**src/rtl/eth_pkg.sv**
```systemverilog
// Shared types and constants for the bit-serial Ethernet receive path.
package eth_pkg;

    localparam logic [7:0]  ETH_SFD       = 8'hD5;
    localparam int unsigned ETH_FCS_BYTES = 4;
    localparam int unsigned ETH_LEN_W     = 11;

    typedef enum logic [1:0] {
        IDLE,
        HUNT,
        DATA,
        DROP
    } rx_state_t;

    typedef struct packed {
        logic                 good;
        logic                 err_crc;
        logic                 err_len;
        logic                 err_align;
        logic [ETH_LEN_W-1:0] len;
    } eof_status_t;

    // Payload length excluding the FCS, floored at zero for runts.
    function automatic logic [ETH_LEN_W-1:0] payload_len(input logic [ETH_LEN_W-1:0] total);
        if (total >= ETH_LEN_W'(ETH_FCS_BYTES)) begin
            return total - ETH_LEN_W'(ETH_FCS_BYTES);
        end
        return '0;
    endfunction

endpackage

```
**src/rtl/eth_rx_delay4.sv**
```systemverilog
// Byte delay line that holds back the trailing FCS bytes of a frame.
module eth_rx_delay4
    import eth_pkg::*;
(
    input  logic                                 clk,
    input  logic                                 reset,
    input  logic                                 flush,
    input  logic                                 push,
    input  logic                                 pop,
    input  logic [7:0]                           push_data,
    output logic [7:0]                           pop_data,
    output logic [$clog2(ETH_FCS_BYTES + 1)-1:0] count
);

    localparam int unsigned DEPTH = ETH_FCS_BYTES;
    localparam int unsigned CNT_W = $clog2(DEPTH + 1);
    localparam int unsigned IDX_W = $clog2(DEPTH);

    logic [7:0]       mem_q [DEPTH];
    logic [7:0]       mem_d [DEPTH];
    logic [CNT_W-1:0] cnt_q, cnt_d;

    assign pop_data = mem_q[0];
    assign count    = cnt_q;

    // Entry 0 is always the oldest byte; a pop shifts everything down one slot.
    always_comb begin
        mem_d = mem_q;
        cnt_d = cnt_q;
        if (flush) begin
            cnt_d = '0;
        end else if (pop && cnt_q != '0) begin
            for (int unsigned i = 0; i < DEPTH - 1; i++) begin
                mem_d[i] = mem_q[i+1];
            end
            if (push) begin
                mem_d[IDX_W'(cnt_q - CNT_W'(1))] = push_data;
            end else begin
                cnt_d = cnt_q - CNT_W'(1);
            end
        end else if (push && cnt_q != CNT_W'(DEPTH)) begin
            mem_d[IDX_W'(cnt_q)] = push_data;
            cnt_d                = cnt_q + CNT_W'(1);
        end
    end

    always_ff @(posedge clk) begin
        if (reset) begin
            cnt_q <= '0;
            for (int unsigned i = 0; i < DEPTH; i++) begin
                mem_q[i] <= '0;
            end
        end else begin
            cnt_q <= cnt_d;
            mem_q <= mem_d;
        end
    end

endmodule

```
**src/rtl/eth_rx_framer.sv**
```systemverilog
// Bit-serial Ethernet receive framer: SFD hunt, byte assembly, FCS stripping and
// end-of-frame status. The FCS residue checker sits beside this block.
module eth_rx_framer
    import eth_pkg::*;
#(
    parameter int unsigned MIN_FRAME    = 64,
    parameter int unsigned MAX_FRAME    = 1518,
    parameter int unsigned MAX_PRE_BITS = 96
) (
    input  logic                 clk,
    input  logic                 reset,
    input  logic                 rx_dv,
    input  logic                 rx_bit_en,
    input  logic                 rx_bit,
    output logic                 fcs_clr,
    output logic                 fcs_en,
    output logic                 fcs_bit,
    input  logic                 crc_ok,
    output logic                 out_valid,
    output logic [7:0]           out_data,
    output logic                 out_sof,
    output logic                 out_eof,
    output logic                 out_good,
    output logic                 out_err_crc,
    output logic                 out_err_len,
    output logic                 out_err_align,
    output logic [ETH_LEN_W-1:0] out_len
);

    localparam int unsigned HUNT_W = $clog2(MAX_PRE_BITS + 1);
    localparam int unsigned CNT_W  = $clog2(ETH_FCS_BYTES + 1);

    rx_state_t            state_q, state_d;
    logic [7:0]           sr_q, sr_d, sr_base, sr_next;
    logic [HUNT_W-1:0]    hunt_q, hunt_d, hunt_base, hunt_next;
    logic [2:0]           bit_cnt_q, bit_cnt_d;
    logic [ETH_LEN_W-1:0] byte_cnt_q, byte_cnt_d, byte_cnt_inc;
    logic                 first_q, first_d;
    logic                 valid_q, valid_d;
    logic                 sof_q, sof_d;
    logic                 eof_q, eof_d;
    logic [7:0]           data_q, data_d;
    eof_status_t          status_q, status_d;

    logic                 bit_in;
    logic                 too_short, too_long;
    logic                 dl_push, dl_pop, dl_flush, dl_full;
    logic [7:0]           dl_pop_data;
    logic [CNT_W-1:0]     dl_count;

    assign bit_in  = rx_dv & rx_bit_en;
    assign fcs_clr = (state_q != DATA);
    assign fcs_en  = (state_q == DATA) & bit_in;
    assign fcs_bit = rx_bit;

    // Entering from IDLE starts the hunt from a cleared register and counter.
    assign sr_base      = (state_q == IDLE) ? '0 : sr_q;
    assign hunt_base    = (state_q == IDLE) ? '0 : hunt_q;
    assign sr_next      = {rx_bit, sr_base[7:1]};
    assign hunt_next    = hunt_base + 1'b1;
    assign byte_cnt_inc = (byte_cnt_q == '1) ? byte_cnt_q : byte_cnt_q + 1'b1;
    assign too_short    = byte_cnt_q < ETH_LEN_W'(MIN_FRAME);
    assign too_long     = byte_cnt_q > ETH_LEN_W'(MAX_FRAME);

    assign dl_full = (dl_count == CNT_W'(ETH_FCS_BYTES));
    assign dl_pop  = dl_push & dl_full;

    eth_rx_delay4 u_delay (
        .clk       (clk),
        .reset     (reset),
        .flush     (dl_flush),
        .push      (dl_push),
        .pop       (dl_pop),
        .push_data (sr_next),
        .pop_data  (dl_pop_data),
        .count     (dl_count)
    );

    always_comb begin
        state_d    = state_q;
        sr_d       = sr_q;
        hunt_d     = hunt_q;
        bit_cnt_d  = bit_cnt_q;
        byte_cnt_d = byte_cnt_q;
        first_d    = first_q;
        valid_d    = 1'b0;
        sof_d      = 1'b0;
        data_d     = data_q;
        eof_d      = 1'b0;
        status_d   = '0;
        dl_push    = 1'b0;
        dl_flush   = 1'b0;

        unique case (state_q)
            IDLE, HUNT: begin
                if (!rx_dv) begin
                    state_d = IDLE;
                end else begin
                    state_d = HUNT;
                    sr_d    = sr_base;
                    hunt_d  = hunt_base;
                    if (bit_in) begin
                        sr_d   = sr_next;
                        hunt_d = hunt_next;
                        if (sr_next == ETH_SFD) begin
                            state_d    = DATA;
                            bit_cnt_d  = '0;
                            byte_cnt_d = '0;
                            first_d    = 1'b1;
                            dl_flush   = 1'b1;
                        end else if (hunt_next == HUNT_W'(MAX_PRE_BITS)) begin
                            state_d = DROP;
                        end
                    end
                end
            end
            DATA: begin
                if (!rx_dv) begin
                    state_d            = IDLE;
                    dl_flush           = 1'b1;
                    eof_d              = 1'b1;
                    status_d.err_crc   = !crc_ok;
                    status_d.err_align = (bit_cnt_q != '0);
                    status_d.err_len   = too_short | too_long;
                    status_d.good      = crc_ok && (bit_cnt_q == '0) && !too_short && !too_long;
                    status_d.len       = payload_len(byte_cnt_q);
                end else if (bit_in) begin
                    sr_d      = sr_next;
                    bit_cnt_d = bit_cnt_q + 3'd1;
                    if (bit_cnt_q == 3'd7) begin
                        byte_cnt_d = byte_cnt_inc;
                        dl_push    = 1'b1;
                        // Oldest byte leaves only once four newer bytes prove it is not FCS.
                        if (dl_full && byte_cnt_inc <= ETH_LEN_W'(MAX_FRAME)) begin
                            valid_d = 1'b1;
                            data_d  = dl_pop_data;
                            sof_d   = first_q;
                            first_d = 1'b0;
                        end
                    end
                end
            end
            DROP: begin
                if (!rx_dv) begin
                    state_d = IDLE;
                end
            end
        endcase
    end

    always_ff @(posedge clk) begin
        if (reset) begin
            state_q    <= IDLE;
            sr_q       <= '0;
            hunt_q     <= '0;
            bit_cnt_q  <= '0;
            byte_cnt_q <= '0;
            first_q    <= 1'b0;
            valid_q    <= 1'b0;
            sof_q      <= 1'b0;
            data_q     <= '0;
            eof_q      <= 1'b0;
            status_q   <= '0;
        end else begin
            state_q    <= state_d;
            sr_q       <= sr_d;
            hunt_q     <= hunt_d;
            bit_cnt_q  <= bit_cnt_d;
            byte_cnt_q <= byte_cnt_d;
            first_q    <= first_d;
            valid_q    <= valid_d;
            sof_q      <= sof_d;
            data_q     <= data_d;
            eof_q      <= eof_d;
            status_q   <= status_d;
        end
    end

    assign out_valid     = valid_q;
    assign out_data      = data_q;
    assign out_sof       = sof_q;
    assign out_eof       = eof_q;
    assign out_good      = status_q.good;
    assign out_err_crc   = status_q.err_crc;
    assign out_err_len   = status_q.err_len;
    assign out_err_align = status_q.err_align;
    assign out_len       = status_q.len;

endmodule
```
**config.mk**
```make
export PLATFORM = sky130hd
export DESIGN_NAME = eth_rx_framer
export DESIGN_NICKNAME = d
export VERILOG_FILES = /design/src/rtl/eth_pkg.sv /design/src/rtl/eth_rx_delay4.sv /design/src/rtl/eth_rx_framer.sv
export SDC_FILE = /design/constraint.sdc
export NUM_CORES = 1
export LEC_CHECK = 0
export ABC_CLOCK_PERIOD_IN_PS = 2100
export CORE_ASPECT_RATIO = 0.7
export CORE_MARGIN = 5
export CORE_UTILIZATION = 25
export DETAILED_ROUTE_END_ITERATION = 10
export MAX_ROUTING_LAYER = met4
export SLEW_MARGIN = 0
export SYNTH_ARGS = -nofsm -noshare
export SYNTH_HDL_FRONTEND = slang
export SYNTH_SLANG_ARGS = --single-unit
```
**constraint.sdc**
```tcl
create_clock -name clk -period 2.1 [get_ports clk]
set_input_delay 0.42 -clock clk [delete_from_list [all_inputs] [get_ports clk]]
set_output_delay 0.42 -clock clk [all_outputs]
set_load 0.05 [all_outputs]
```
==> impl_results.md <==
- Status: finished clean
- Max Freq: 0.4941 GHz
- Cts bufs inserted: 9
- Root Driver: clkbuf_16
- Crit Path Class: reg -> reg
- Finish-stage setup viols: 0
- Final count of hold timing violations: 0
- Wire per inst: 13.87 um
- Initial antenna violation count: 0
- CTS tree: done
- Post-synthesis instance total: ~560
- WP depth: 8
- DRC: 0
- Worst path bufs/invs: 2
- Max Cap Viol: 0
- IO Count: 35
- Tot GR Track Use: 12.04%
- Synth Area in Compound Gates: about a fifth
- DR pass1 iterations: 5
- Area grow syn2layout: 33.21%
- #FFs+latches synth: 92
- Post-synth EDFFs: 0
- Die Ht: 123.9 um
- CP arrival: 2.26 ns
- Synth Cell Area: 0.004631 mm^2
- Worst slew pin tran: ~0.68 ns
- DRT iter0 DRCs: 295
- Worst skew pair latency: 0.35 ns
- Pwr dens: between 500 and 600 mW/mm^2
- Dpl hpwl: 8.999 mm
- Synth Area in Simple Gates: between 20% and 30%
- Final WL: between 10 and 15 mm
- Cell taking the most area after synthesis: dfxtp_1
- Final min period: 2.024 ns
- Worst-case reg-to-reg path depth: 8
- CP max stage delay: 0.44 ns
- Die W: between 150 and 200 um
- R2r startpoint: byte_cnt_q[0]
- Family with the most delay on the worst path: simple AND/OR/NAND/NOR gates
- Slew HR: 54.60%
- Largest net degree at the start of global routing: 53
- Via count: 4139
- Multi-input logic area: between 0.002 and 0.003 mm^2
- Ys flop type: dfxtp_1
- Synth async-reset ratio: 0%
- CTS H-Tree Depth: 3
- Yosys cell types: 59
- ANT nets after route: 0
- Setup crit start: byte_cnt_q[0]
- CP Capture Type: flop
- Hold WC Path Type: reg -> reg
- Critical-path cell list: buf_6, and4_4, a41oi_1, or4_4, a221oi_4, a211oi_2, buf_4, and3b_1
- Initial Utilization: 25.57%
- DIE AREA: 0.02139 mm^2
- Worst setup path endpoint: out_sof
- Routability cong.: 0.8154
- Sequential area share after synthesis: 39.77%
- Critical R2R Capture: out_sof
- Synth area leaders: dfxtp_1 40%, a21oi_1 6.9%, nor2_1 6.1%
- Ys Warns: 0
- Slowest cell on crit path: or4_4
- Min Hold Slack: 0.4703 ns
- RSZ-0062 raised after global routing: yes
- Clock buffer depth: 2
- Final worst-path cycle share: 96.37%
- HP Start: out_data[4]
- Vias in the first global route: approximately 3.8k
- Fillers: roughly 1.9k
- Synth Area in XOR/XNOR: 1.513%
- Cts hold-fix bufs: 0
- Clock slew at reported path FFs: 0.07 ns
- Share of cells above drive strength 1: between 20% and 30%
- Mux share of post-synthesis cell area: 3.891%
- Worst vdd ir: 0.0003778 V
- Routed vias/inst: 4.698
- CP Launch Type: flop
- Lkg Pwr: around 2.2 nW
- Max-slew violation count: 0
- Syn Area/Cell: between 8 and 9 um^2
- First-pass GRT wire length: between 20 and 25 mm
- Yosys top cell area share: roughly 40%
- TNS Setup: 0 ns
- Required @ worst endpoint: 2.34 ns
- # rows: 41
- Final net count: approximately 660
- Clock skew: 0.009030 ns
- Flop2flop setup slack: between 0.07 and 0.08 ns
- Total grt overflow: 0
- IO Port Bufs: 34
- CP max FO: 7
- Net Count, Synth: 583
- Largest family of logic cells by synthesized area: simple AND/OR/NAND/NOR gates
- Core footprint: about 0.018 mm^2
- # diodes: 0
- Post-Synth Adder-Cell Area: between 4 and 5%
- CTS Sinks: 92
- Reg area: around 0.0019 mm^2
synth_stat cells, types with 13 or more instances:
library cell,instances
clkbuf_1,22
nor2_1,75
mux2i_1,18
nand2_1,29
a21oi_1,64
buf_2,14
nand2b_1,24
dfxtp_1,92
o21ai_0,28
and2_1,13
nor3_1,15
a211oi_1,15
inv_1,13
ha_1,15
worst min path at each step:
stage                             end  slack [ns]  cells past startpoint
after floorplan           out_data[2]        0.45                      2
after global placement    out_data[7]        0.47                      2
after detailed placement  out_data[4]        0.46                      2
after CTS                 out_data[4]        0.48                      2
after global routing      out_data[4]        0.49                      2
final                     out_data[4]        0.47                      2
repair_timing:
item | CTS | global route
buffers inserted | 0 | 3
resized for setup | 3 | 46
endpoints found under the setup margin | 21 | 54
pin swaps | 0 | 9
flip-flops by register name, indices dropped and copies added (netlist names), 2 cells and up:
signal and flops:
u_delay.count 3, u_delay.pop_data 8, state_q 2, sr_q 7
out_data 8, hunt_q 7, u_delay.mem_q 24, out_len 11
bit_cnt_q 3, byte_cnt_q 11
metrics by stage:
| step | worst slack [ns] | cells | total power, W | util [%] | instance area, um^2 |
|---|---|---|---|---|---|
| after floorplan | -0.02062 | 562 | 0.001864 | - | 4639 |
| after global placement | -0.1852 | 863 | 0.001915 | 31.35 | 5677 |
| after detailed placement | -0.2141 | 863 | 0.001913 | 31.35 | 5677 |
| after CTS | -0.01254 | 879 | 0.003446 | 32.92 | 5961 |
| after global routing | -0.02894 | 881 | 0.003516 | 34.06 | 6168 |
| final | 0.07621 | 881 | 0.003398 | 34.06 | 6168 |
tightest hold or removal path: cells and delay by family, from the launching register on:
family           cells  cell delay (ns)
flip-flops           1             0.31
AND/OR/NAND/NOR      1             0.06
multiplexers         1             0.06
layout make-up:
type,count,area share [%]
inverter,14,0.8519
sequential,92,30.00
multi-input combinational,414,44.40
clock inverter,5,0.5680
timing repair buffer,109,15.62
tap,236,4.787
clock buffer,11,3.773
power breakdown:
group / total, W / internal (W) / leakage (nW) / switching, W
combinational: 0.000123 / 0.0000490 / 1.35 / 0.0000739
sequential: 0.00175 / 0.00175 / 0.744 / 0.00000495
clock: 0.00152 / 0.000808 / 0.130 / 0.000716
per-layer routing:
layer	global-route usage, %	wire, um	vias up
met1	17.73	6747	1889
met4	3.486	150	0
met3	3.004	592	14
li1	-	-	2140
met5	-	0	-
met2	16.08	4727	96
cell usage in the layout (no fill, tap or decap), types with 4 or more instances in the layout:
master / Yosys / final
o22ai_1: 7 / 7
and2_1: 13 / 13
ha_1: 15 / 11
nand3_1: 9 / 9
o32ai_1: 5 / 4
and3_1: 4 / 4
mux2i_1: 18 / 18
nor2b_1: 12 / 11
o21ai_0: 28 / 26
nor3_2: 2 / 4
a22oi_1: 8 / 8
nand2_2: 0 / 4
dfxtp_2: 0 / 4
a31oi_1: 6 / 6
buf_12: 0 / 4
nor2_1: 75 / 72
clkbuf_16: 0 / 9
xnor2_1: 7 / 6
nand2b_1: 24 / 24
buf_4: 3 / 68
a21oi_1: 64 / 64
a311oi_1: 5 / 5
dfxtp_1: 92 / 87
clkdlybuf4s50_1: 0 / 30
inv_1: 13 / 11
a211oi_1: 15 / 13
nand2_1: 29 / 24
nor3_1: 15 / 13
buf_6: 1 / 6
cells by family after synthesis:
logic type      after synthesis
xor+xnor                      8
fa+ha+maj                    15
mux                          18
simple gates                217
compound gates              156
flops                        92
buf+inv                      56
Power figures use the tool's default switching activity.
